### config.mk
export PLATFORM = sky130hd
export DESIGN_NAME = varredura_display
export DESIGN_NICKNAME = d
export VERILOG_FILES = /design/src/rtl/varredura_display_pkg.sv /design/src/rtl/varredura_display_decod_7seg.sv /design/src/rtl/varredura_display.sv
export SDC_FILE = /design/constraint.sdc
export NUM_CORES = 1
export LEC_CHECK = 0
export ABC_AREA = 1
export CAP_MARGIN = 20
export CORE_ASPECT_RATIO = 1.1
export CORE_UTILIZATION = 50
export CTS_CLUSTER_SIZE = 10
export DETAILED_ROUTE_END_ITERATION = 7
export GPL_TIMING_DRIVEN = 0
export PLACE_DENSITY = 0.7
export SETUP_SLACK_MARGIN = 0.1
export SYNTH_ARGS = -nofsm -noshare
export SYNTH_HDL_FRONTEND = slang
export SYNTH_SLANG_ARGS = --single-unit
### constraint.sdc
create_clock -name clock -period 2.7 [get_ports clock]
set_input_delay 0.27 -clock clock [delete_from_list [all_inputs] [get_ports clock]]
set_output_delay 0.27 -clock clock [all_outputs]
set_load 0.01 [all_outputs]
### src/rtl/varredura_display_pkg.sv
`default_nettype none
// +------------------------------------------------------------------+
// | varredura_display_pkg : scan states and active-low segment codes |
// | Revision 1.0                                                     |
// +------------------------------------------------------------------+
package varredura_display_pkg;

  typedef enum logic [1:0] {
    UNI    = 2'd0,
    GAP_UD = 2'd1,
    DEZ    = 2'd2,
    GAP_DU = 2'd3
  } state_t;

  localparam logic [6:0] SEG_OFF  = 7'b1111111;
  localparam logic [6:0] SEG_DASH = 7'b1111110;

  // Index 15 first: codes 10..15 render as a dash
  localparam logic [15:0][6:0] SEG_TABLE = {
    SEG_DASH, SEG_DASH, SEG_DASH, SEG_DASH, SEG_DASH, SEG_DASH,
    7'b0000100, 7'b0000000, 7'b0001111, 7'b0100000, 7'b0100100,
    7'b1001100, 7'b0000110, 7'b0010010, 7'b1001111, 7'b0000001
  };

endpackage
`default_nettype wire

### src/rtl/varredura_display_decod_7seg.sv
`default_nettype none
// +------------------------------------------------------------------+
// | decod_7seg : BCD to active-low seven-segment, dash for 10..15    |
// | Revision 1.0                                                     |
// +------------------------------------------------------------------+
module decod_7seg
  import varredura_display_pkg::*;
(
  input  logic [3:0] bcd,
  output logic [6:0] seg
);

  assign seg = SEG_TABLE[bcd];

endmodule
`default_nettype wire

### src/rtl/varredura_display.sv
`default_nettype none
// +------------------------------------------------------------------+
// | varredura_display : two-digit multiplexed 7-seg scanner w/ blink |
// | Revision 1.0                                                     |
// +------------------------------------------------------------------+
module varredura_display
  import varredura_display_pkg::*;
#(
  parameter int DIV         = 50000,
  parameter int BLINK_SLOTS = 256
) (
  input  logic       clock,
  input  logic       reset,
  input  logic       load,
  input  logic [3:0] unidade,
  input  logic [3:0] dezena,
  input  logic       blank_zero,
  input  logic       piscar,
  output logic [6:0] seg,
  output logic [1:0] an
);

  localparam int PW = $clog2(DIV);
  localparam int BW = (BLINK_SLOTS > 1) ? $clog2(BLINK_SLOTS) : 1;
  localparam logic [PW-1:0] PRE_LAST   = PW'(DIV - 1);
  localparam logic [BW-1:0] BLINK_LAST = BW'(BLINK_SLOTS - 1);

  logic [3:0]    snap_uni;
  logic [3:0]    snap_dez;
  logic [PW-1:0] prescale;
  logic [BW-1:0] blink_cnt;
  logic          phase;
  logic          tick;
  logic          in_gap;
  logic          dark;
  state_t        state;
  state_t        state_next;
  logic [3:0]    digit_sel;
  logic [6:0]    seg_dec;
  logic [1:0]    an_next;

  always_ff @(posedge clock or posedge reset) begin
    if (reset) begin
      snap_uni <= 4'd0;
      snap_dez <= 4'd0;
    end else if (load) begin
      snap_uni <= unidade;
      snap_dez <= dezena;
    end
  end

  assign in_gap = (state == GAP_UD) || (state == GAP_DU);
  assign tick   = (prescale == PRE_LAST);

  // Prescaler pauses in the gap cycles so each digit stays lit for a full DIV cycles
  always_ff @(posedge clock or posedge reset) begin
    if (reset) begin
      prescale <= '0;
    end else if (!in_gap) begin
      prescale <= tick ? '0 : prescale + PW'(1);
    end
  end

  always_ff @(posedge clock or posedge reset) begin
    if (reset) begin
      blink_cnt <= '0;
      phase     <= 1'b1;
    end else if (tick) begin
      if (blink_cnt == BLINK_LAST) begin
        blink_cnt <= '0;
        phase     <= ~phase;
      end else begin
        blink_cnt <= blink_cnt + BW'(1);
      end
    end
  end

  always_ff @(posedge clock or posedge reset) begin
    if (reset) state <= UNI;
    else       state <= state_next;
  end

  assign dark = piscar & ~phase;

  always_comb begin
    state_next = state;
    an_next    = 2'b11;
    case (state)
      UNI: begin
        if (tick) state_next = GAP_UD;
        if (!dark) an_next = 2'b10;
      end
      GAP_UD: state_next = DEZ;
      DEZ: begin
        if (tick) state_next = GAP_DU;
        if (!dark && !(blank_zero && (snap_dez == 4'd0))) an_next = 2'b01;
      end
      GAP_DU: state_next = UNI;
      default: state_next = UNI;
    endcase
  end

  assign digit_sel = (state == DEZ) ? snap_dez : snap_uni;

  decod_7seg u_decod (
    .bcd (digit_sel),
    .seg (seg_dec)
  );

  // seg only refreshes while the pins are dark, so a lit digit never shows mixed data
  always_ff @(posedge clock or posedge reset) begin
    if (reset) begin
      seg <= SEG_OFF;
      an  <= 2'b11;
    end else begin
      an <= an_next;
      if (an == 2'b11) seg <= seg_dec;
    end
  end

endmodule
`default_nettype wire

==> flow_summary_export.csv, run 1 <==
group,metric,value,unit
floorplan,rows,27,
floorplan,initial_core_util,51.9,%
yosys,synth_top_cell_by_area,"dfrtp_1",
yosys,yosysTopAreaCellShare,33.0,%
drt,antenna_left,0,
place,detailed_place_hpwl,3.66,mm
hold_path,hold_class,"in -> async",
cts,postCtsSetupRepairBufs,0,
drt,firstDrtPassIters,4,
final_layout,layout_commonest_cell,"nand2_1",
cts,cts_made_buffers,5,
worst_setup_path,reg2reg_slack,450,ps
worst_setup_path,cp-start-kind,"flip-flop",
yosys,syn_area,0.00258,mm^2
worst_setup_path,cp_cell_sequence,"inv_1 -> ha_1 -> buf_6 -> o21ai_0 -> inv_1 -> ha_1 -> inv_1 -> nand2_1 -> nand3_1 -> a21oi_1",
worst_setup_path,critPathSlowestCell,"o21ai_0",
timing,max-slew-margin-rel,53.2,%
drt,m1WireLength,2.17,mm
place,place_area,0.00288,mm^2
cts,cts.repair.resized,0,
cts,cts_max_path_buffers,2,
worst_setup_path,required,2920,ps
cts,htreeDepth,2,
global_routing,grt_max_degree,31,
yosys,yosysUniqueCellTypes,32,
final_layout,n_antenna_cell,0,
cts,cts_tree,"built",
timing,hold_viol,0,
worst_setup_path,worst-r2r-cell-count,10,
floorplan,coreArea,0.00497,mm^2
final_layout,fin_nets,387,
drt,dr_wl_met2,2.39,mm
timing,finClkSkew,4.59,ps
power_and_ir_drop,leakagePower,1.43,nW
timing,final_max_slew_viol_count,0,
worst_setup_path,cp.arrival,2470,ps
worst_setup_path,critPathKind,"reg -> reg",
cts,clock_latency,290,ps
final_layout,syn2layout_area_growth,15.9,%
drt,highest_layer,"met4",
yosys,synth_nets,358,
global_routing,grt_pass1_wl,8.60,mm
yosys,synth_seq_cells,44,
drt,vias_per_cell,4.98,
place,gp_congestion,0.858,
drt,wl,4.78,mm
worst_setup_path,r2r_start,"state[0]",
worst_setup_path,r2r_end,"seg[3]",
yosys,yosysWarnings,0,
cts,hold_buffers,0,
yosys,synth_area_leaders,"dfrtp_1 33%, nand2_1 14%, dfstp_2 10%",
drt,wl_met3,142,um
final_layout,finish.utilization,60.1,%
timing,min_period_over_period,83.3,%
cts,clkSinkCount,44,
timing,fin_tns_setup,0,ps
floorplan,die_w,70.4,um
drt,dr.first_iter.drc_count,94,
global_routing,overflow,0,
power_and_ir_drop,vdd_drop_max,0.231,mV
drt,routedWlPerCell,11.4,um
place,io_buffers,21,
power_and_ir_drop,powerDensity,457,mW/mm^2
global_routing,grt.total_usage,19.8,%
global_routing,grt_pass1_vias,2032,
drt,drc,0,
timing,period_needed,2250,ps
floorplan,ios,22,
floorplan,die_area,0.00544,mm^2
final_layout,drive_gt1_share,12.9,%
global_routing,grt_antenna_before_repair,0,
yosys,synthCells,333,
timing,rsz0062_at_grt,"false",
job,maxCapViolCount,0,
cts,root_buffer,"clkbuf_8",
timing,tightest_slew,695,ps
yosys,syn_area_per_cell,7.74,um^2
timing,hold_ws,261,ps
yosys,yosysSeqAreaShare,43.2,%
final_layout,final_area,0.00299,mm^2
final_layout,mostFrequentLayoutCells,"95 x nand2_1, 48 x inv_1, 34 x dfrtp_1",
timing,finalSetupViolCount,0,
power_and_ir_drop,finalPower,1.37,mW
drt,vias,2095,
floorplan,chipHeight,77.3,um
timing,clock.fmax,444,MHz
worst_setup_path,crit_top_cell,"inv_1",
worst_setup_path,cp-end-kind,"flip-flop",
worst_setup_path,cp_max_fo,10,
cts,path_clk_slew,80,ps
status,outcome,"complete, no violations",
worst_setup_path,slowest_delay,470,ps
logic make-up after synthesis:
logic type,synth area share [%]
AND/OR/NAND/NOR,30.6
buffers and inverters,8.94
flip-flops,43.2
AO/OA/AOI/OAI,8.06
adder cells (fa/ha/maj),5.83
XOR/XNOR,2.04
multiplexers,1.31
worst max path at each step:
stage / start / end / cells past startpoint / slack [ps]
6_report: state[0] / seg[3] / 10 / 450
5_1_grt: state[0] / seg[3] / 10 / 300
4_1_cts: state[0] / seg[3] / 10 / 430
3_5_place_dp: state[0] / seg[3] / 10 / 440
3_3_place_gp: reset / blink_cnt[4] / 2 / 460
2_1_floorplan: state[0] / seg[3] / 10 / 800
worst max-delay path, delay by kind of cell, from the launching register on:
family	cells	cell delay [ps]
fa+ha+maj	2	570
simple gates	2	160
compound gates	2	630
buf+inv	4	460
flops	1	370
state kept, by name (all words and copies together), names as in the netlist:
register,cells
an,2
prescale,16
phase,1
snap_dez,4
seg,7
snap_uni,4
blink_cnt,8
state,2
stage by stage:
stage / cells / setup WS, ps
after floorplan: 333 / 801
after global placement: 412 / 464
after detailed placement: 413 / 445
after CTS: 421 / 430
after global routing: 421 / 301
final: 421 / 450
synthesized netlist by cell type:
| master | number |
|---|---|
| or2_2 | 2 |
| nand3b_1 | 1 |
| o21bai_1 | 4 |
| clkbuf_1 | 1 |
| mux2_2 | 3 |
| inv_2 | 2 |
| xnor2_1 | 4 |
| clkinv_2 | 1 |
| nand2_1 | 95 |
| nor3b_1 | 1 |
| ha_1 | 12 |
| nor2_1 | 31 |
| xor2_1 | 2 |
| o21ai_0 | 12 |
| o21ai_2 | 4 |
| dfrtp_1 | 34 |
| inv_1 | 49 |
| nor2_4 | 2 |
| buf_6 | 2 |
| nand2_2 | 4 |
| nand4_1 | 8 |
| buf_4 | 1 |
| a21oi_1 | 6 |
| nor3_1 | 4 |
| dfstp_2 | 10 |
| nor2_2 | 5 |
| o21ai_1 | 6 |
| nand3_4 | 1 |
| nand3_2 | 1 |
| and3_1 | 1 |
| nand3_1 | 21 |
| o211ai_1 | 3 |
report_power, final:
| group | switching, mW | internal, mW | total, mW | leakage, nW |
|---|---|---|---|---|
| registers | 0.0151 | 0.702 | 0.717 | 0.550 |
| clock network | 0.216 | 0.275 | 0.490 | 0.0552 |
| logic | 0.0814 | 0.0778 | 0.159 | 0.823 |
| total | 0.312 | 1.05 | 1.37 | 1.43 |
final cells by class:
class | count | area [um^2]
buffer | 4 | 33.8
clock buffer | 6 | 72.6
clock inverter | 2 | 35.0
fill | 469 | 1980
inverter | 52 | 196
multi-input combinational | 233 | 1230
sequential | 44 | 1110
tap | 58 | 72.6
timing repair buffer | 22 | 230
metal layers:
metal	vias to the layer above	global-route usage, %
met1	947	23.0
met2	37	35.6
met5	-	0
met3	8	3.55
li1	1103	-
met4	0	7.80
Power figures use the tool's default switching activity.
==> run 2: changes to the inputs <==
--- a/config.mk
+++ b/config.mk
@@ -12,7 +12,7 @@
 export CTS_CLUSTER_SIZE = 10
 export DETAILED_ROUTE_END_ITERATION = 7
 export GPL_TIMING_DRIVEN = 0
-export PLACE_DENSITY = 0.7
+export PLACE_DENSITY = 0.73
 export SETUP_SLACK_MARGIN = 0.1
 export SYNTH_ARGS = -nofsm -noshare
 export SYNTH_HDL_FRONTEND = slang
==> constraint.sdc (replaced) <==
create_clock -name clock -period 1.85 [get_ports clock]
set_input_delay 0.185 -clock clock [delete_from_list [all_inputs] [get_ports clock]]
set_output_delay 0.185 -clock clock [all_outputs]
set_load 0.01 [all_outputs]
==> flow_summary_export.csv, run 2 (synthesized netlist as in run 1, its figures left out) <==
group,metric,value,unit
worst_setup_path,cp-start-kind,"flip-flop",
power_and_ir_drop,pwr-share-comb,13.0,%
cts,clkSinkCount,44,
power_and_ir_drop,internal_power,1.56,mW
floorplan,ios,22,
global_routing,grt_pass1_vias,2020,
place,io_buffers,21,
drt,vias,2198,
floorplan,die_area,0.00544,mm^2
final_layout,multiInputGateArea,0.00131,mm^2
drt,wl,5.09,mm
timing,min_period_over_period,91.2,%
drt,dr.first_iter.drc_count,115,
final_layout,largest_reg_flops,16,
final_layout,layout_commonest_cell,"nand2_1",
final_layout,n_antenna_cell,0,
timing,finalSetupViolCount,0,
final_layout,drive_gt1_share,19.9,%
drt,antenna_left,0,
power_and_ir_drop,switching_share,22.8,%
floorplan,initial_core_util,51.9,%
worst_setup_path,required,2080,ps
timing,tightest_slew,341,ps
job,maxCapViolCount,0,
final_layout,top_regs,"prescale (16), blink_cnt (8), seg (7)",
global_routing,grt.total_usage,19.8,%
global_routing,grt_max_degree,33,
worst_setup_path,cp-end-kind,"flip-flop",
final_layout,mostFrequentLayoutCells,"92 x nand2_1, 45 x inv_1, 34 x dfrtp_1",
final_layout,finish.utilization,63.5,%
drt,dr_wl_met2,2.61,mm
final_layout,regMostFlops,"prescale",
timing,period_needed,1690,ps
drt,drc,0,
timing,max-slew-margin-rel,77.1,%
cts,cts_made_buffers,5,
drt,firstDrtPassIters,4,
worst_setup_path,cp_max_fo,5,
final_layout,fillers,440,
status,outcome,"complete, no violations",
cts,root_buffer,"clkbuf_8",
cts,cts_max_path_buffers,2,
hold_path,hold_class,"in -> async",
floorplan,chipHeight,77.3,um
place,gp_congestion,0.772,
global_routing,grt_antenna_before_repair,0,
drt,routedWlPerCell,11.7,um
drt,highest_layer,"met4",
power_and_ir_drop,leakagePower,1.51,nW
floorplan,die_w,70.4,um
cts,cts_tree,"built",
worst_setup_path,cp.arrival,1910,ps
cts,clock_latency,290,ps
final_layout,syn2layout_area_growth,22.5,%
power_and_ir_drop,powerDensity,642,mW/mm^2
drt,m1WireLength,2.29,mm
floorplan,coreArea,0.00497,mm^2
timing,rsz0062_at_grt,"true",
timing,hold_viol,0,
timing,final_max_slew_viol_count,0,
timing,clock.fmax,593,MHz
floorplan,rows,27,
timing,fin_tns_setup,0,ps
global_routing,overflow,0,
power_and_ir_drop,p_switching,0.462,mW
worst_setup_path,reg2reg_slack,160,ps
timing,finClkSkew,9.17,ps
place,detailed_place_hpwl,3.68,mm
final_layout,fin_nets,400,
drt,wl_met3,129,um
power_and_ir_drop,p_seq_share,51.7,%
cts,htreeDepth,2,
global_routing,grt_pass1_wl,8.69,mm
worst_setup_path,critPathKind,"reg -> reg",
final_layout,seqCellArea,0.00111,mm^2
power_and_ir_drop,clkPwrFrac,35.2,%
cts,path_clk_slew,80,ps
power_and_ir_drop,vdd_drop_max,0.268,mV
drt,vias_per_cell,5.06,
run 2: layout make-up:
type	count	area share, %
Buffer	4	1.07
Inverter	52	6.23
Sequential cell	44	35.3
Tap cell	58	2.30
Multi-Input combinational cell	233	41.4
Clock inverter	1	0.952
Timing Repair Buffer	35	10.4
Clock buffer	7	2.42
run 2: metrics by stage:
stage	power (mW)	cell area (um^2)	hold slack (ps)	worst slack, ps	cells
after global routing	2.12	3160	163	55.6	434
after global placement	1.29	2870	456	-299	412
final	2.02	3160	143	163	434
after detailed placement	1.30	2890	458	-74.8	413
after floorplan	1.19	2580	302	129	333
after CTS	2.03	3060	145	111	426
run 2: metal layers:
| layer | vias to the layer above | GRT usage (%) |
|---|---|---|
| met5 | - | 0 |
| met4 | 0 | 7.00 |
| met3 | 5 | 2.89 |
| met2 | 41 | 34.7 |
| met1 | 1019 | 24.5 |
| li1 | 1133 | - |
run 2: path summary, 6_finish.rpt:
| kind | cells past startpoint | startpoint | endpoint |
|---|---|---|---|
| max in group asynchronous | 3 | reset | an[0] |
| worst min-delay path | 2 | reset | snap_uni[3] |
| worst min register to register | 2 | seg[0] | seg[0] |
| min in group clock | 3 | unidade[0] | snap_uni[0] |
| worst max-delay path | 9 | state[1] | seg[3] |
| worst max register to register | 9 | state[1] | seg[3] |
run 2: critical path: stages, from the launching register on:
cell and delay, ps:
dfrtp_1 430, ha_4 190, buf_6 130, o21ai_4 180, inv_2 70, ha_1 270
inv_1 30, nand2_1 90, nand3_2 90, a21oi_2 130
run 2: repair_timing:
item | in CTS | in global routing
endpoints found under the hold margin | 0 | 0
hold buffers | 0 | 0
setup buffers | 5 | 8
setup endpoints to repair | 6 | 15
resized for setup | 7 | 12
pin swaps | 0 | 3
run 2: power groups by stage:
stage	registers [mW]	logic (mW)	clock network, mW
floorplan	1.08	0.109	0
global placement	1.06	0.228	0
detailed placement	1.06	0.235	0
CTS	1.05	0.243	0.737
global route	1.05	0.295	0.771
finish	1.05	0.264	0.713
==> run 3: changes to the inputs <==
--- a/config.mk
+++ b/config.mk
@@ -17,3 +17,4 @@
 export SYNTH_ARGS = -nofsm -noshare
 export SYNTH_HDL_FRONTEND = slang
 export SYNTH_SLANG_ARGS = --single-unit
+export TNS_END_PERCENT = 30
==> flow_summary_export.csv, run 3 (synthesized netlist as in run 1, its figures left out) <==
group,metric,value,unit
worst_setup_path,critPathKind,"reg -> reg",
place,detailed_place_hpwl,3.68,mm
timing,clock.fmax,594,MHz
global_routing,grt_pass1_vias,2020,
timing,max-slew-margin-rel,77.1,%
final_layout,mostFrequentLayoutCells,"92 x nand2_1, 45 x inv_1, 34 x dfrtp_1",
cts,htreeDepth,2,
final_layout,layout_commonest_cell,"nand2_1",
global_routing,overflow,0,
floorplan,die_w,70.4,um
floorplan,chipHeight,77.3,um
global_routing,grt_max_degree,33,
final_layout,final_area,0.00314,mm^2
cts,cts_max_path_buffers,2,
final_layout,largest_reg_flops,16,
final_layout,finish.utilization,63.2,%
place,gp_congestion,0.772,
cts,root_buffer,"clkbuf_8",
cts,clock_latency,290,ps
timing,rsz0062_at_grt,"true",
final_layout,drive_gt1_share,19.5,%
global_routing,grt_pass1_wl,8.69,mm
power_and_ir_drop,clkPwrFrac,35.3,%
timing,min_period_over_period,91.1,%
worst_setup_path,cp-end-kind,"flip-flop",
power_and_ir_drop,switching_share,22.7,%
floorplan,die_area,0.00544,mm^2
power_and_ir_drop,vdd_drop_max,0.268,mV
final_layout,n_antenna_cell,0,
final_layout,syn2layout_area_growth,21.9,%
timing,hold_viol,0,
drt,dr.first_iter.drc_count,100,
worst_setup_path,r2r_end,"seg[3]",
place,io_buffers,21,
worst_setup_path,cp_max_fo,5,
power_and_ir_drop,internal_power,1.56,mW
drt,drc,0,
timing,final_max_slew_viol_count,0,
cts,hold_buffers,0,
worst_setup_path,cp-start-kind,"flip-flop",
cts,cts_made_buffers,5,
final_layout,top_regs,"prescale (16), blink_cnt (8), seg (7)",
floorplan,ios,22,
final_layout,regMostFlops,"prescale",
drt,wl,5.04,mm
global_routing,grt.total_usage,19.8,%
drt,vias_per_cell,5.05,
floorplan,coreArea,0.00497,mm^2
worst_setup_path,required,2080,ps
power_and_ir_drop,leakagePower,1.50,nW
worst_setup_path,cp.arrival,1910,ps
power_and_ir_drop,powerDensity,644,mW/mm^2
place,place_area,0.00289,mm^2
final_layout,fin_nets,399,
cts,path_clk_slew,80,ps
floorplan,initial_core_util,51.9,%
job,maxCapViolCount,0,
drt,antenna_left,0,
global_routing,grt_antenna_before_repair,0,
worst_setup_path,worst-r2r-cell-count,9,
hold_path,hold_class,"in -> async",
worst_setup_path,reg2reg_slack,170,ps
drt,routedWlPerCell,11.6,um
worst_setup_path,r2r_start,"state[1]",
drt,firstDrtPassIters,4,
power_and_ir_drop,finalPower,2.02,mW
power_and_ir_drop,p_seq_share,51.8,%
timing,finClkSkew,9.57,ps
power_and_ir_drop,p_switching,0.460,mW
status,outcome,"complete, no violations",
floorplan,rows,27,
timing,tightest_slew,341,ps
timing,finalSetupViolCount,0,
cts,clkSinkCount,44,
timing,period_needed,1680,ps
drt,vias,2187,
cts,cts_tree,"built",
power_and_ir_drop,pwr-share-comb,12.9,%
-- run 3: cell types whose count changed in the layout (fill, tap and decap cells not counted) --
cell	delta
nand2_4	-1
o21ai_2	-1
buf_4	-1
nand2_2	+1
o21ai_1	+1
-- run 3: repair_timing --
action | CTS | global route
pin swaps | 0 | 2
buffers inserted | 5 | 7
resized for setup | 7 | 10
endpoints found under the setup margin | 6 | 15
gates cloned | 0 | 0
-- run 3: worst max-delay path by stage --
stage,startpoint,endpoint,slack [ps],cells past startpoint
after global routing,state[1],seg[3],70,9
after CTS,state[1],seg[3],110,9
final,state[1],seg[3],170,9
after global placement,reset,blink_cnt[2],-300,2
after floorplan,state[0],seg[3],130,10
after detailed placement,state[0],seg[3],-70,10
-- run 3: per-stage QoR --
stage / std cells / hold WS (ps) / TNS, ps / worst slack, ps
finish: 433 / 142 / 0 / 165
global placement: 412 / 456 / -10110 / -299
detailed placement: 413 / 458 / -104 / -74.8
global route: 433 / 163 / 0 / 67.6
CTS: 426 / 145 / 0 / 111
floorplan: 333 / 302 / 0 / 129
-- run 3: worst max-delay path: stages, from the launching register on --
cell and delay [ps]:
dfrtp_1 430, ha_4 190, buf_6 130, o21ai_4 180, inv_2 70, ha_1 270
inv_1 30, nand2_1 90, nand3_2 90, a21oi_2 130
-- run 3: area by class of cell --
cell class,count,area (um^2)
clock buffer,7,76.3
fill,442,1830
sequential,44,1110
inverter,52,196
multi-input combinational,233,1300
timing repair buffer,34,320
clock inverter,1,30.0
buffer,4,33.8
tap,58,72.6
-- run 3: per-layer routing --
layer  wire (um)  up-vias  GRT usage, %
met3         112        5          2.89
met5           0        -             0
met2        2580       31          34.7
li1            -     1132             -
met1        2290     1019          24.5
met4          59        0          7.00
-- run 3: power groups by stage --
stage / clock (mW) / sequential [mW] / combinational, mW
6_report: 0.714 / 1.05 / 0.261
5_1_grt: 0.771 / 1.05 / 0.292
4_1_cts: 0.737 / 1.05 / 0.243
3_5_place_dp: 0 / 1.06 / 0.235
3_3_place_gp: 0 / 1.06 / 0.228
2_1_floorplan: 0 / 1.08 / 0.109
